`config.mk`:
```
export PLATFORM = sky130hd
export DESIGN_NAME = queen_board_buffer
export DESIGN_NICKNAME = d
export VERILOG_FILES = /design/src/rtl/queen_board_buffer.sv
export SDC_FILE = /design/constraint.sdc
export NUM_CORES = 1
export LEC_CHECK = 0
export CAP_MARGIN = 15
export CORE_UTILIZATION = 45
export CTS_CLUSTER_SIZE = 28
export DETAILED_ROUTE_END_ITERATION = 7
export HOLD_SLACK_MARGIN = 0.1
export PLACE_DENSITY = 0.66
export SYNTH_ARGS = -nofsm -noshare
export SYNTH_HDL_FRONTEND = slang
export SYNTH_SLANG_ARGS = --single-unit
```
`constraint.sdc`:
```
create_clock -name clk -period 2.1 [get_ports clk]
set_input_delay 0.315 -clock clk [delete_from_list [all_inputs] [get_ports clk]]
set_output_delay 0.315 -clock clk [all_outputs]
set_load 0.03 [all_outputs]
```
`src/rtl/queen_board_buffer.sv`:
```
// ---------------------------------------------------------------------------
// queen_board_buffer
//
// Double-buffered snapshot of an N-queens board, sitting between the queen
// solver (writer) and the VGA renderer (reader).
//
// The solver fills the hidden bank one row at a time. The renderer reads the
// visible bank with no clock latency. The banks swap only on a frame_start
// pulse that arrives after a full solution is written, so the display never
// shows a half-written board. The block also counts committed solutions.
//
// Optional feature (compile-time macro CLEAR_ON_COMMIT_EN):
//   defined     - at every swap the bank that becomes the new write bank is
//                 cleared, so every solution starts from an empty board.
//   not defined - the new write bank keeps the board from two commits ago.
//
// Ports
//   clk          in   1     system / pixel clock
//   reset        in   1     asynchronous, active-low reset
//   n            in   IDXW  board size (rows beyond MAXN are clipped)
//   wr_valid     in   1     solver offers {wr_row, wr_col, wr_last}
//   wr_ready     out  1     buffer can accept a row write
//   wr_row       in   IDXW  row index, 0-based
//   wr_col       in   IDXW  queen column, 1-based, 0 = empty row
//   wr_last      in   1     this beat is the final row of a solution
//   frame_start  in   1     frame-boundary pulse from the VGA timing
//   row_query    in   IDXW  display row index
//   row_result   out  IDXW  visible-bank entry for row_query (combinational)
//   result       out  CNTW  number of committed solutions (saturating)
//   commit       out  1     one-cycle pulse in the cycle after a bank swap
// ---------------------------------------------------------------------------
module queen_board_buffer #(
    parameter int MAXN = 16,
    parameter int IDXW = 5,
    parameter int CNTW = 32
) (
    input  logic            clk,
    input  logic            reset,
    input  logic [IDXW-1:0] n,
    input  logic            wr_valid,
    output logic            wr_ready,
    input  logic [IDXW-1:0] wr_row,
    input  logic [IDXW-1:0] wr_col,
    input  logic            wr_last,
    input  logic            frame_start,
    input  logic [IDXW-1:0] row_query,
    output logic [IDXW-1:0] row_result,
    output logic [CNTW-1:0] result,
    output logic            commit
);

    localparam int AW = (MAXN > 1) ? $clog2(MAXN) : 1;
    // One extra bit so MAXN itself is representable in the row comparison.
    localparam logic [IDXW:0] MAXN_W = (IDXW + 1)'(MAXN);

    typedef enum logic [0:0] {
        FILL    = 1'b0,
        PENDING = 1'b1
    } state_t;

    state_t          state_q, state_d;
    logic            disp_q, disp_d;
    logic [IDXW-1:0] n_q;
    logic [CNTW-1:0] result_q, result_d;
    logic            commit_q, commit_d;
    logic [IDXW-1:0] bank_q [0:1][0:MAXN-1];
    logic [IDXW-1:0] bank_d [0:1][0:MAXN-1];

    logic            wr_bank_s;
    logic            n_change_s;
    logic            wr_fire_s;
    logic            row_ok_s;
    logic            query_ok_s;

    assign wr_bank_s  = ~disp_q;
    assign n_change_s = (n_q != n);
    assign wr_ready   = (state_q == FILL);
    assign wr_fire_s  = wr_valid & wr_ready;
    // Comparing against n_q is equivalent to n here: whenever they differ the
    // n-change clear takes over and the write is dropped anyway.
    assign row_ok_s   = ({1'b0, wr_row} < MAXN_W) && (wr_row < n_q);
    assign query_ok_s = ({1'b0, row_query} < MAXN_W);

    assign row_result = query_ok_s ? bank_q[disp_q][row_query[AW-1:0]] : {IDXW{1'b0}};
    assign result     = result_q;
    assign commit     = commit_q;

    // Next-state logic: n-change clear has priority over writes and swaps.
    always_comb begin
        bank_d   = bank_q;
        state_d  = state_q;
        disp_d   = disp_q;
        result_d = result_q;
        commit_d = 1'b0;

        if (n_change_s) begin
            for (int i = 0; i < MAXN; i++) begin
                bank_d[wr_bank_s][i] = {IDXW{1'b0}};
            end
            result_d = {CNTW{1'b0}};
            state_d  = FILL;
        end else begin
            case (state_q)
                FILL: begin
                    if (wr_fire_s) begin
                        if (row_ok_s) begin
                            bank_d[wr_bank_s][wr_row[AW-1:0]] = wr_col;
                        end else begin
                            bank_d = bank_q;
                        end
                        if (wr_last) begin
                            state_d = PENDING;
                        end else begin
                            state_d = FILL;
                        end
                    end else begin
                        state_d = FILL;
                    end
                end
                PENDING: begin
                    if (frame_start) begin
                        disp_d   = ~disp_q;
                        commit_d = 1'b1;
                        state_d  = FILL;
                        if (result_q != {CNTW{1'b1}}) begin
                            result_d = result_q + {{(CNTW-1){1'b0}}, 1'b1};
                        end else begin
                            result_d = result_q;
                        end
`ifdef CLEAR_ON_COMMIT_EN
                        // The currently visible bank becomes the next write bank.
                        for (int i = 0; i < MAXN; i++) begin
                            bank_d[disp_q][i] = {IDXW{1'b0}};
                        end
`else
                        bank_d = bank_q;
`endif
                    end else begin
                        state_d = PENDING;
                    end
                end
                default: begin
                    state_d = FILL;
                end
            endcase
        end
    end

    // State, bank storage and output registers.
    always_ff @(posedge clk or negedge reset) begin
        if (!reset) begin
            state_q  <= FILL;
            disp_q   <= 1'b0;
            n_q      <= {IDXW{1'b0}};
            result_q <= {CNTW{1'b0}};
            commit_q <= 1'b0;
            for (int b = 0; b < 2; b++) begin
                for (int i = 0; i < MAXN; i++) begin
                    bank_q[b][i] <= {IDXW{1'b0}};
                end
            end
        end else begin
            state_q  <= state_d;
            disp_q   <= disp_d;
            n_q      <= n;
            result_q <= result_d;
            commit_q <= commit_d;
            bank_q   <= bank_d;
        end
    end

endmodule

```
After elaboration in Yosys (flattened, before gate mapping) --
Cells that the tools add are included. W data, S select, Z words.
Storage, ports and cells: flip-flop bits (word level) 200, input bits 25, output and inout bits 39, logic and storage cells 161
Operators by class: $add $sub $neg 1, $lt $le $gt $ge 9, equal/unequal tests 5, muxes and demuxes 60, bitwise operators 40, reductions and logical operators 9
Operator list (number):
- $and A160 B160 Y160 | 16
- $not A160 Y160 | 16
- $demux W80 S1 | 17
- $mux W160 | 4
- $mux W80 | 5
- $bwmux W160 | 1
- $mux W32 | 4
- $mux W75 | 1
- $mux W70 | 1
- $mux W65 | 1
- $mux W60 | 1
- $mux W55 | 1
- $mux W50 | 1
- $mux W45 | 1
- $mux W40 | 1
- $mux W35 | 1
- $add A32 B1 Y32 const B | 1
- $ne A32 B32 Y1 const B | 1
- $mux W30 | 1
- $mux W25 | 1
- $mux W5 | 5
- $bmux W5 S4 | 1
- $demux W5 S4 | 1
- $mux W20 | 1
- other kinds (20) | 40

Depth between registers and ports, before layout --
Gate-level depths: netlist (run 1).
word-level depth 24, gate-level depth with buffers 9, depth with buffers taken out 7

Least setup slack after synthesis (run 1) --
No wires, ideal clock.
path type reg2reg, start point register result_q[0] (netlist: result[0]), end point register result_q[22] (netlist: result[22]), library setup time 78 ps, arrival time 2338 ps, required time 2022 ps, setup slack -315 ps, stages on the path, launching flop included 8, path buffers 1, period minus slack after synthesis 2415 ps, cell sequence dfrtp_1 ha_1 nand3_1 or2_1 or4_1 buf_2 or3_1 a21oi_1
Between the ends: word-level cells in the longest chain between the ends 5, elaborated cells between the ends (all ways) 8, those cells by class 1 x add/sub; 1 x eq/ne; 4 x mux; 2 x reduce/logical
RTL lines:
- from (decl) | line 64 | logic [CNTW-1:0] result_q, result_d;
- from (signal assigned) | line 155 | result_q <= {CNTW{1'b0}};
- from (signal assigned) | line 166 | result_q <= result_d;
- $add A32 B1 Y32 | line 126 | result_d = result_q + {{(CNTW-1){1'b0}}, 1'b1};
- $mux W32 | line 125 | if (result_q != {CNTW{1'b1}}) begin
- $mux W32 | line 121 | if (frame_start) begin
- $mux W32 | line 103 | case (state_q)
- $mux W32 | line 96 | if (n_change_s) begin
Several ways; a longest one is shown, not always the timed one. The select of a mux whose other input is x is not followed. A chain may end at the register's enable or synchronous reset.

Final worst setup path (run 1) --
start point register disp_q, end point output port row_result[3]
Between the ends: word-level cells in the longest chain between the ends 8
RTL lines:
- from (decl) | line 62 | logic disp_q, disp_d;
- from (signal assigned) | line 164 | disp_q <= disp_d;
- $not A1 Y2 (implied by the code) | line 84 | assign row_result = query_ok_s ? bank_q[disp_q][row_query[AW-1:0]] : {IDXW{1'b0}};
- $mux W80 (implied by the code) (3 in a row) | line 84
- $bmux W5 S4 | line 84
- $mux W5 (implied by the code) (2 in a row) | line 84
- $mux W5 | line 84
- to (decl) | line 47 | output logic [IDXW-1:0] row_result,
No other way between the ends. The select of a mux whose other input is x is not followed.

==> impl_metrics.tcl, run 1 <==
set metrics [dict create \
    worst_setup_path_start_kind "flop" \
    first_pass_iters 5 \
    maxCapViolations 0 \
    clkLatencyLatePin_ns 0.44 \
    critPathKind "reg2out" \
    post_dp_cell_area_um2 12320 \
    irDropWorstVdd_mv 0.5329 \
    cp-end-kind "primary output" \
    slew_headroom_pct 47.28 \
    power_leakage_nw 5.617 \
    holdCritStartpoint "n[2]" \
    worstMarginPinSlew_ns 0.7880 \
    violations "negative setup slack" \
    port_buffers 63 \
    synth_edf_count 0 \
    routed_wl_mm 30.62 \
    num_io_pins 64 \
    fin_ws_ns -0.4905 \
    avgSynthCellArea_um2 11.61 \
    grt_max_degree 60 \
    cts_sinks 200 \
    synth_seq_cells 200 \
    coreArea_um2 21020 \
    arrival_ns 2.28 \
    reg2reg_from "result[14]" \
    fin_crit_sh_pct 123.4 \
    initial_core_util_pct 46.02 \
    drive_above_1_share_pct 38.49 \
    seq_area_frac_synth_pct 51.74 \
    die_x_um 148.6 \
    met2_usage_pct 43.25 \
    final_common_cell "buf_4" \
    worstHoldPathCells 1 \
    grt_util_met3_pct 5.798 \
    drcViolationCount 0 \
    synthArstFlopShare_pct 100.0 \
    total_power_mw 8.004 \
    reg2reg_depth 5 \
    holdCritPathClass "in2reg" \
    hold_viol_final 0 \
    wl_per_cell_um 21.87 \
    syn_nets 863 \
    track_usage_pct 28.76 \
    placed_cells 1346 \
    globalRouteOverflowTotal 0 \
    dpl.hpwl_mm 21.57 \
    grt_util_met1_pct 42.02 \
    grt_pass1_vias 8425 \
    place.gp.congestion 0.9240 \
    antenna_found_initial 0 \
    hold_ws_ns 0.3738 \
    grt_pass1_wl_mm 47.94 \
    drv_slew 0 \
    rsz0062_at_grt "true" \
    vias_per_cell 6.110 \
    areaGrowthSynthToFinish_pct 40.89 \
    fin_setup_tns_ns -2.554 \
    fin_nets 1142 \
    fin_worst_skew_ns 0.01245 \
    design_area_um2 13630 \
    ant_nets 0 \
    postLayoutCoreUtil_pct 64.83 \
    fill_cells 1508 \
    min_period_ns 2.591 \
    die_area_um2 22090 \
    status "complete, but fails checks" \
    dieHeight_um 148.6 \
    power_density_nw_per_um2 587.3 \
    vias 8554 \
    root_buffer "clkbuf_16" \
    netlist_instances 833 \
    clk_path_buf_depth 2 \
    tritoncts "done" \
    first_iter_violations 914 \
    htreeDepth 4 \
    synth_flop_cell "dfrtp_1" \
    std_cell_rows 53 \
    synth_area_um2 9673 \
    yosysWarnings 0 \
    pre_cts_ws_ns -0.8430 \
    instances_no_fill 1400 \
    final_cell_mix "buf_4, dfrtp_1, o2bb2ai_1" \
    cp-startpoint "disp_q" \
    setup_viol 11 \
    cts_made_buffers 17 \
    busiest_layer "met2" \
    crit_required_ns 1.78 \
    n_antenna_cell 0 \
    clk_pin_slew_worst_paths_ns 0.08 \
    synthDistinctLibCells 63 \
    fmax_mhz 386.0 \
    path_max_fanout 7 \
]
==> layer usage <==
layer  vias to the layer above  part of all wire [%]
met4                         0                   2.2
met2                       368                    46
met5                         -                     0
met3                        53                   7.9
li1                       3835                     -
met1                      4298                    44
==> cells in the mapped netlist (4+ instances only) <==
| library cell | instances | area (um2) |
|---|---|---|
| or4_1 | 8 | 60.06 |
| xnor2_1 | 13 | 113.9 |
| o21ai_0 | 25 | 125.1 |
| nor2b_1 | 7 | 43.79 |
| and2_1 | 11 | 68.82 |
| a32oi_1 | 4 | 35.03 |
| inv_1 | 63 | 236.5 |
| a22o_1 | 16 | 140.1 |
| nand4_1 | 17 | 106.4 |
| a22oi_1 | 6 | 45.04 |
| or3_1 | 13 | 81.33 |
| nor2_1 | 18 | 67.56 |
| ha_1 | 5 | 62.56 |
| buf_1 | 5 | 18.77 |
| clkbuf_1 | 29 | 108.9 |
| o31ai_1 | 7 | 52.55 |
| nand3_1 | 24 | 120.1 |
| o2bb2ai_1 | 102 | 893.4 |
| a21oi_1 | 36 | 180.2 |
| o22ai_1 | 55 | 344.1 |
| buf_2 | 8 | 40.04 |
| a2111oi_0 | 4 | 35.03 |
| dfrtp_1 | 200 | 5005 |
| mux4_2 | 40 | 900.9 |
| nor3_1 | 6 | 30.03 |
| nand2_1 | 42 | 157.7 |
| a221oi_1 | 10 | 87.58 |
==> cell families (layout without fill, tap and decap cells) <==
| group | count (synthesis) | after routing | synth area share, % |
|---|---|---|---|
| AO/OA/AOI/OAI | 291 | 292 | 22.49 |
| flip-flops | 200 | 200 | 51.74 |
| adder cells (fa/ha/maj) | 5 | 5 | 0.6467 |
| AND/OR/NAND/NOR | 174 | 175 | 9.934 |
| multiplexers | 40 | 40 | 9.313 |
| XOR/XNOR | 14 | 14 | 1.268 |
| buffers and inverters | 109 | 399 | 4.605 |
==> flip-flops by register name, summed over array words and instances, names as in the netlist <==
register  cells
bank_q      160
result       32
n_q           5
commit        1
disp_q        1
state_q       1
==> layout make-up <==
cell class                      count  area [um2]  area share [%]
Clock inverter                     15       171.4           1.258
Timing Repair Buffer              304        2646           19.42
Inverter                           63       240.2           1.763
Sequential cell                   200        5025           36.87
Multi-Input combinational cell    526        4776           35.04
Clock buffer                       17       425.4           3.122
Tap cell                          275       344.1           2.525
==> timing repair <==
action / CTS / global route
resized for setup: 65 / 91
endpoints found under the hold margin: 53 / 0
cloned: 3 / 1
pin swaps: 15 / 24
hold buffers: 1 / 0
buffers inserted: 8 / 10
setup endpoints to repair: 144 / 182
==> critical path: stages (launching register included) <==
cell      delay (ns)
dfrtp_2         0.51
buf_6           0.17
mux4_2          0.33
a22o_1          0.31
a221oi_2        0.21
o22ai_2         0.13
buf_6           0.17
==> power by group <==
part / switching (mW) / total (mW) / internal (mW)
registers: 0.0268 / 3.91 / 3.89
clock network: 1.63 / 3.34 / 1.71
logic: 0.436 / 0.749 / 0.313
==> worst paths after layout <==
check | end | slack (ns)
worst min-delay path | n_q[2] | 0.37
worst min register to register | bank_q[118] | 0.49
worst max register to register | result[31] | -0.10
min in group asynchronous | bank_q[129] | 0.43
max in group asynchronous | result[8] | 0.95
worst max-delay path | row_result[3] | -0.49
(Power assumes the default switching activity.)
==> inputs of run 2 (changes only) <==
Settings changed: PLACE_DENSITY 0.66 to unset.
Clock period 2.1 ns to 2.5 ns, I/O delays scaled along.
==> run 2 against run 1 <==
The run still ends with negative setup slack left. Clock skew fell by 0.0021 ns. Count of clock-buffer cells in the layout rose by 3. Die area did not move. Clock power fell by 22%. Final cell count fell by 8.4%. Flip-flop and latch count did not move. Register-to-register slack improved by 0.24 ns. Utilization fell by 7.3 points. Sequential share of layout area rose by 4.6 points. Sequential power fell by 16%. Non-clock buffer count fell by 115. Largest power group unchanged. Highest routed layer unchanged.
==> impl_metrics.tcl, run 2 (same netlist as run 1, synthesis figures left out) <==
set metrics [dict create \
    status "complete, but fails checks" \
    violations "negative setup slack" \
    num_io_pins 64 \
    multiInputGateArea_um2 4319 \
    fill_cells 1759 \
    cts_made_buffers 17 \
    clk_path_buf_depth 2 \
    hold_ws_ns 0.4411 \
    slew_headroom_pct 48.23 \
    vias_per_cell 6.340 \
    top_register "bank_q" \
    sequential_cell_area_um2 5011 \
    grt_util_met1_pct 40.34 \
    clkLatencyLatePin_ns 0.44 \
    total_power_mw 6.446 \
    htreeDepth 4 \
    irDropWorstVdd_mv 0.3527 \
    first_pass_iters 6 \
    busiest_layer "met2" \
    hold_viol_final 0 \
    path_common_cell "buf_4" \
    initial_core_util_pct 46.02 \
    cpLargestDelayFamily "flip-flops" \
    coreArea_um2 21020 \
    tritoncts "done" \
    fin_worst_skew_ns 0.01036 \
    met2_usage_pct 44.11 \
    drive_above_1_share_pct 23.51 \
    timing.rr.end "result[31]" \
    reg2reg_from "result[14]" \
    grt_max_degree 89 \
    path_max_fanout 7 \
    holdCritPathClass "in2reg" \
    wl_per_cell_um 23.85 \
    place.gp.congestion 0.9263 \
    postLayoutCoreUtil_pct 57.54 \
    grt_util_met3_pct 6.595 \
    cp-end-kind "primary output" \
    cp_slowest_cell "dfrtp_4" \
    final_common_cell "dfrtp_1" \
    root_buffer "clkbuf_16" \
    crit_path_max_incr_delay_ns 0.56 \
    first_iter_violations 784 \
    instances_no_fill 1283 \
    dpl.hpwl_mm 21.59 \
    port_buffers 63 \
    worst_setup_path_start_kind "flop" \
    power_leakage_nw 4.883 \
    worstMarginPinSlew_ns 0.7765 \
    worstPathCellList "buf_6, buf_4, mux4_2, a22o_1, a221oi_2, o22ai_1, buf_4" \
    areaGrowthSynthToFinish_pct 25.04 \
    fin_setup_tns_ns -0.9606 \
    die_area_um2 22090 \
    dieHeight_um 148.6 \
    vias 8134 \
    ant_nets 0 \
    drv_slew 0 \
    largest_register_ff_count 160 \
    cp_num_buf_inv 3 \
    clk_pin_slew_worst_paths_ns 0.07 \
    fin_ws_ns -0.2043 \
    reg2reg_depth 5 \
    grt_pass1_vias 8124 \
    routed_wl_mm 30.60 \
    maxCapViolations 0 \
    rsz0062_at_grt "true" \
    n_antenna_cell 0 \
    min_period_ns 2.704 \
    fin_crit_sh_pct 108.2 \
    die_x_um 148.6 \
    setup_viol 5 \
    placed_cells 1245 \
    power_density_nw_per_um2 532.9 \
    critPathKind "reg2out" \
    crit_required_ns 2.12 \
    track_usage_pct 29.00 \
    grt_pass1_wl_mm 47.60 \
    holdCritStartpoint "n[4]" \
    std_cell_rows 53 \
    worstHoldEndpoint "n_q[4]" \
    drcViolationCount 0 \
    fin_nets 1025 \
    fmax_mhz 369.8 \
    cts_sinks 200 \
    arrival_ns 2.33 \
    worstHoldPathCells 1 \
    globalRouteOverflowTotal 0 \
    final_cell_mix "dfrtp_1, buf_4, o2bb2ai_1" \
    antenna_found_initial 0 \
    rrSetupSlack_ns 0.14 \
]
-- run 2: per-stage QoR --
| step | area (um2) | worst slack, ns |
|---|---|---|
| after floorplan | 9673 | 0.08477 |
| after global routing | 12100 | -0.2678 |
| after global placement | 11400 | -0.6522 |
| after detailed placement | 11400 | -0.7249 |
| after CTS | 12060 | -0.1946 |
| final | 12100 | -0.2043 |
-- run 2: per-layer routing --
metal / part of all wire (%) / wire [um]
met1: 43 / 13090
met2: 46 / 14140
met3: 7.7 / 2352
met4: 3.3 / 1016
met5: 0 / 0
-- run 2: repair_timing --
| action | in CTS | in global routing |
|---|---|---|
| setup endpoints to repair | 7 | 15 |
| resized for setup | 47 | 9 |
| endpoints found under the hold margin | 81 | 0 |
| setup buffers | 5 | 1 |
| hold buffers | 1 | 0 |
| pin swaps | 5 | 3 |
-- run 2: layout make-up --
cell class | count | share of cell area [%]
Tap cell | 275 | 2.845
Clock inverter | 12 | 0.7862
Clock buffer | 20 | 3.693
Sequential cell | 200 | 41.43
Inverter | 63 | 1.955
Multi-Input combinational cell | 524 | 35.71
Timing Repair Buffer | 189 | 13.58
-- run 2: worst max path at each step --
stage / slack [ns] / start / end / depth (start not counted)
floorplan: 0.08 / result[0] / result[22] / 7
global placement: -0.65 / row_query[2] / row_result[2] / 7
detailed placement: -0.72 / row_query[2] / row_result[0] / 7
CTS: -0.19 / disp_q / row_result[4] / 6
global route: -0.27 / disp_q / row_result[2] / 7
finish: -0.20 / disp_q / row_result[2] / 7
-- run 2: worst reg2reg max path, delay by kind of cell (launching register included) --
kind / cells / cell delay, ns
DFF: 1 / 0.42
AOI/OAI and AO/OA: 2 / 0.69
and+or+nand+nor: 3 / 1.17
-- run 2: where the power goes --
group / internal, mW / switching (mW)
clock: 1.32 / 1.28
combinational: 0.221 / 0.333
sequential: 3.27 / 0.0234
==> inputs of run 3 (changes only) <==
Settings changed: CORE_UTILIZATION 45 to 59, PLACE_DENSITY set to 0.8.
==> run 3 against run 2 <==
The run still ends with negative setup slack left. Via count is 3.9% higher. Worst setup slack better by 0.046 ns. Global-route usage is 9.2 points higher. Critical endpoint unchanged.
==> impl_metrics.tcl, run 3 (same netlist as run 1, synthesis figures left out) <==
set metrics [dict create \
    status "complete, but fails checks" \
    violations "negative setup slack" \
    design_area_um2 12210 \
    clk_path_buf_depth 2 \
    die_x_um 130.0 \
    reg2reg_depth 7 \
    pre_cts_ws_ns -0.6017 \
    dieHeight_um 130.0 \
    first_pass_iters 6 \
    fin_worst_skew_ns 0.009526 \
    busiest_layer "met2" \
    final_cell_mix "dfrtp_1, buf_4, o2bb2ai_1" \
    critPathKind "reg2out" \
    dpl.hpwl_mm 21.66 \
    worstHoldPathCells 1 \
    cp-end-kind "primary output" \
    worstHoldEndpoint "n_q[4]" \
    instances_no_fill 1231 \
    rsz0062_at_grt "true" \
    placed_cells 1194 \
    min_period_ns 2.658 \
    drv_slew 0 \
    tritoncts "done" \
    cts_sinks 200 \
    antenna_found_initial 0 \
    hold_ws_ns 0.4370 \
    place.gp.congestion 0.9835 \
    grt_util_met1_pct 49.08 \
    fin_ws_ns -0.1584 \
    power_density_nw_per_um2 535.1 \
    switching_share_pct 24.78 \
    total_power_mw 6.533 \
    routed_wl_mm 30.65 \
    drcViolationCount 0 \
    std_cell_rows 46 \
    fin_crit_sh_pct 106.3 \
    clk_pin_slew_worst_paths_ns 0.06 \
    slew_headroom_pct 53.45 \
    track_usage_pct 38.15 \
    initial_core_util_pct 60.67 \
    postLayoutCoreUtil_pct 76.59 \
    final_common_cell "dfrtp_1" \
    globalRouteOverflowTotal 0 \
    n_antenna_cell 0 \
    ant_nets 0 \
    combinationalPowerShare_pct 8.6 \
    grt_max_degree 80 \
    htreeDepth 4 \
    timing.rr.end "result[26]" \
    holdCritPathClass "in2reg" \
    p_int_mw 4.914 \
    fmax_mhz 376.2 \
    power.switching_mw 1.619 \
    rrSetupSlack_ns 0.18 \
    power_leakage_nw 4.984 \
    grt_util_met3_pct 9.307 \
    reg2reg_from "result[13]" \
    first_iter_violations 808 \
    crit_required_ns 2.12 \
    cts_made_buffers 17 \
    path_max_fanout 11 \
    die_area_um2 16910 \
    post_dp_cell_area_um2 11470 \
    root_buffer "clkbuf_16" \
    p_seq_share_pct 50.5 \
    largest_register_ff_count 160 \
    met2_usage_pct 60.45 \
    drive_above_1_share_pct 23.74 \
    grt_pass1_wl_mm 46.98 \
    maxCapViolations 0 \
    top_register "bank_q" \
    worstMarginPinSlew_ns 0.6983 \
    vias 8453 \
    setup_viol 5 \
    clkLatencyLatePin_ns 0.45 \
    fin_nets 1033 \
    irDropWorstVdd_mv 0.5126 \
    vias_per_cell 6.867 \
    arrival_ns 2.28 \
    num_io_pins 64 \
    worst_setup_path_start_kind "flop" \
    coreArea_um2 15940 \
    port_buffers 63 \
    grt_pass1_vias 8336 \
    holdCritStartpoint "n[4]" \
    hold_viol_final 0 \
    fin_setup_tns_ns -0.4203 \
    areaGrowthSynthToFinish_pct 26.23 \
    wl_per_cell_um 24.90 \
    pwr-share-clk_pct 40.9 \
]
## run 3: cell types whose count changed in the layout (fill, tap and decap cells not counted), moves of 2 or more
| cell | before | now |
|---|---|---|
| buf_12 | 5 | 13 |
| buf_6 | 4 | 1 |
| a221oi_1 | 0 | 2 |
| clkinvlp_4 | 3 | 5 |
| dfrtp_1 | 197 | 199 |
| clkinv_4 | 3 | 1 |
| a2111o_1 | 0 | 2 |
| a221oi_2 | 10 | 8 |
| inv_8 | 2 | 0 |
## run 3: how the worst max path moves through the flow
stage                    endpoint  cells after the start         start
floorplan              result[22]                      7     result[0]
global placement    row_result[3]                      6  row_query[2]
detailed placement  row_result[2]                      6  row_query[2]
CTS                 row_result[4]                      6        disp_q
global route        row_result[4]                      6        disp_q
finish              row_result[2]                      6        disp_q
## run 3: what timing repair did
item	CTS	global route
gates resized for setup	46	6
hold buffers	1	0
gates cloned	1	1
hold endpoints to repair	74	0
setup endpoints to repair	6	14
pin swaps	4	2
setup buffers	3	0
## run 3: area by class of cell
cell class,count,area (um2)
sequential,200,5006
multi-input combinational,525,4332
fill,1014,3732
timing repair buffer,196,1809
clock buffer,20,456.7
tap,216,270.3
inverter,63,236.5
clock inverter,11,100.1
## run 3: critical path, cell delays in order, from the launching register on
cell	delay, ns
dfrtp_2	0.47
buf_12	0.15
bufbuf_16	0.27
mux4_2	0.31
a221oi_2	0.34
o22ai_2	0.14
buf_6	0.16
## run 3: layer usage
layer / up-vias / part of all wire [%]
li1: 3603 / -
met1: 4195 / 38
met2: 534 / 48
met3: 121 / 9.1
met4: 0 / 5.2
met5: - / 0
## run 3: power groups by stage
stage / clock [mW] / sequential (mW) / combinational [mW]
6_report: 2.68 / 3.30 / 0.561
5_1_grt: 2.80 / 3.30 / 0.599
4_1_cts: 2.67 / 3.30 / 0.550
3_5_place_dp: 0 / 3.36 / 0.534
3_3_place_gp: 0 / 3.36 / 0.518
2_1_floorplan: 0 / 3.34 / 0.242
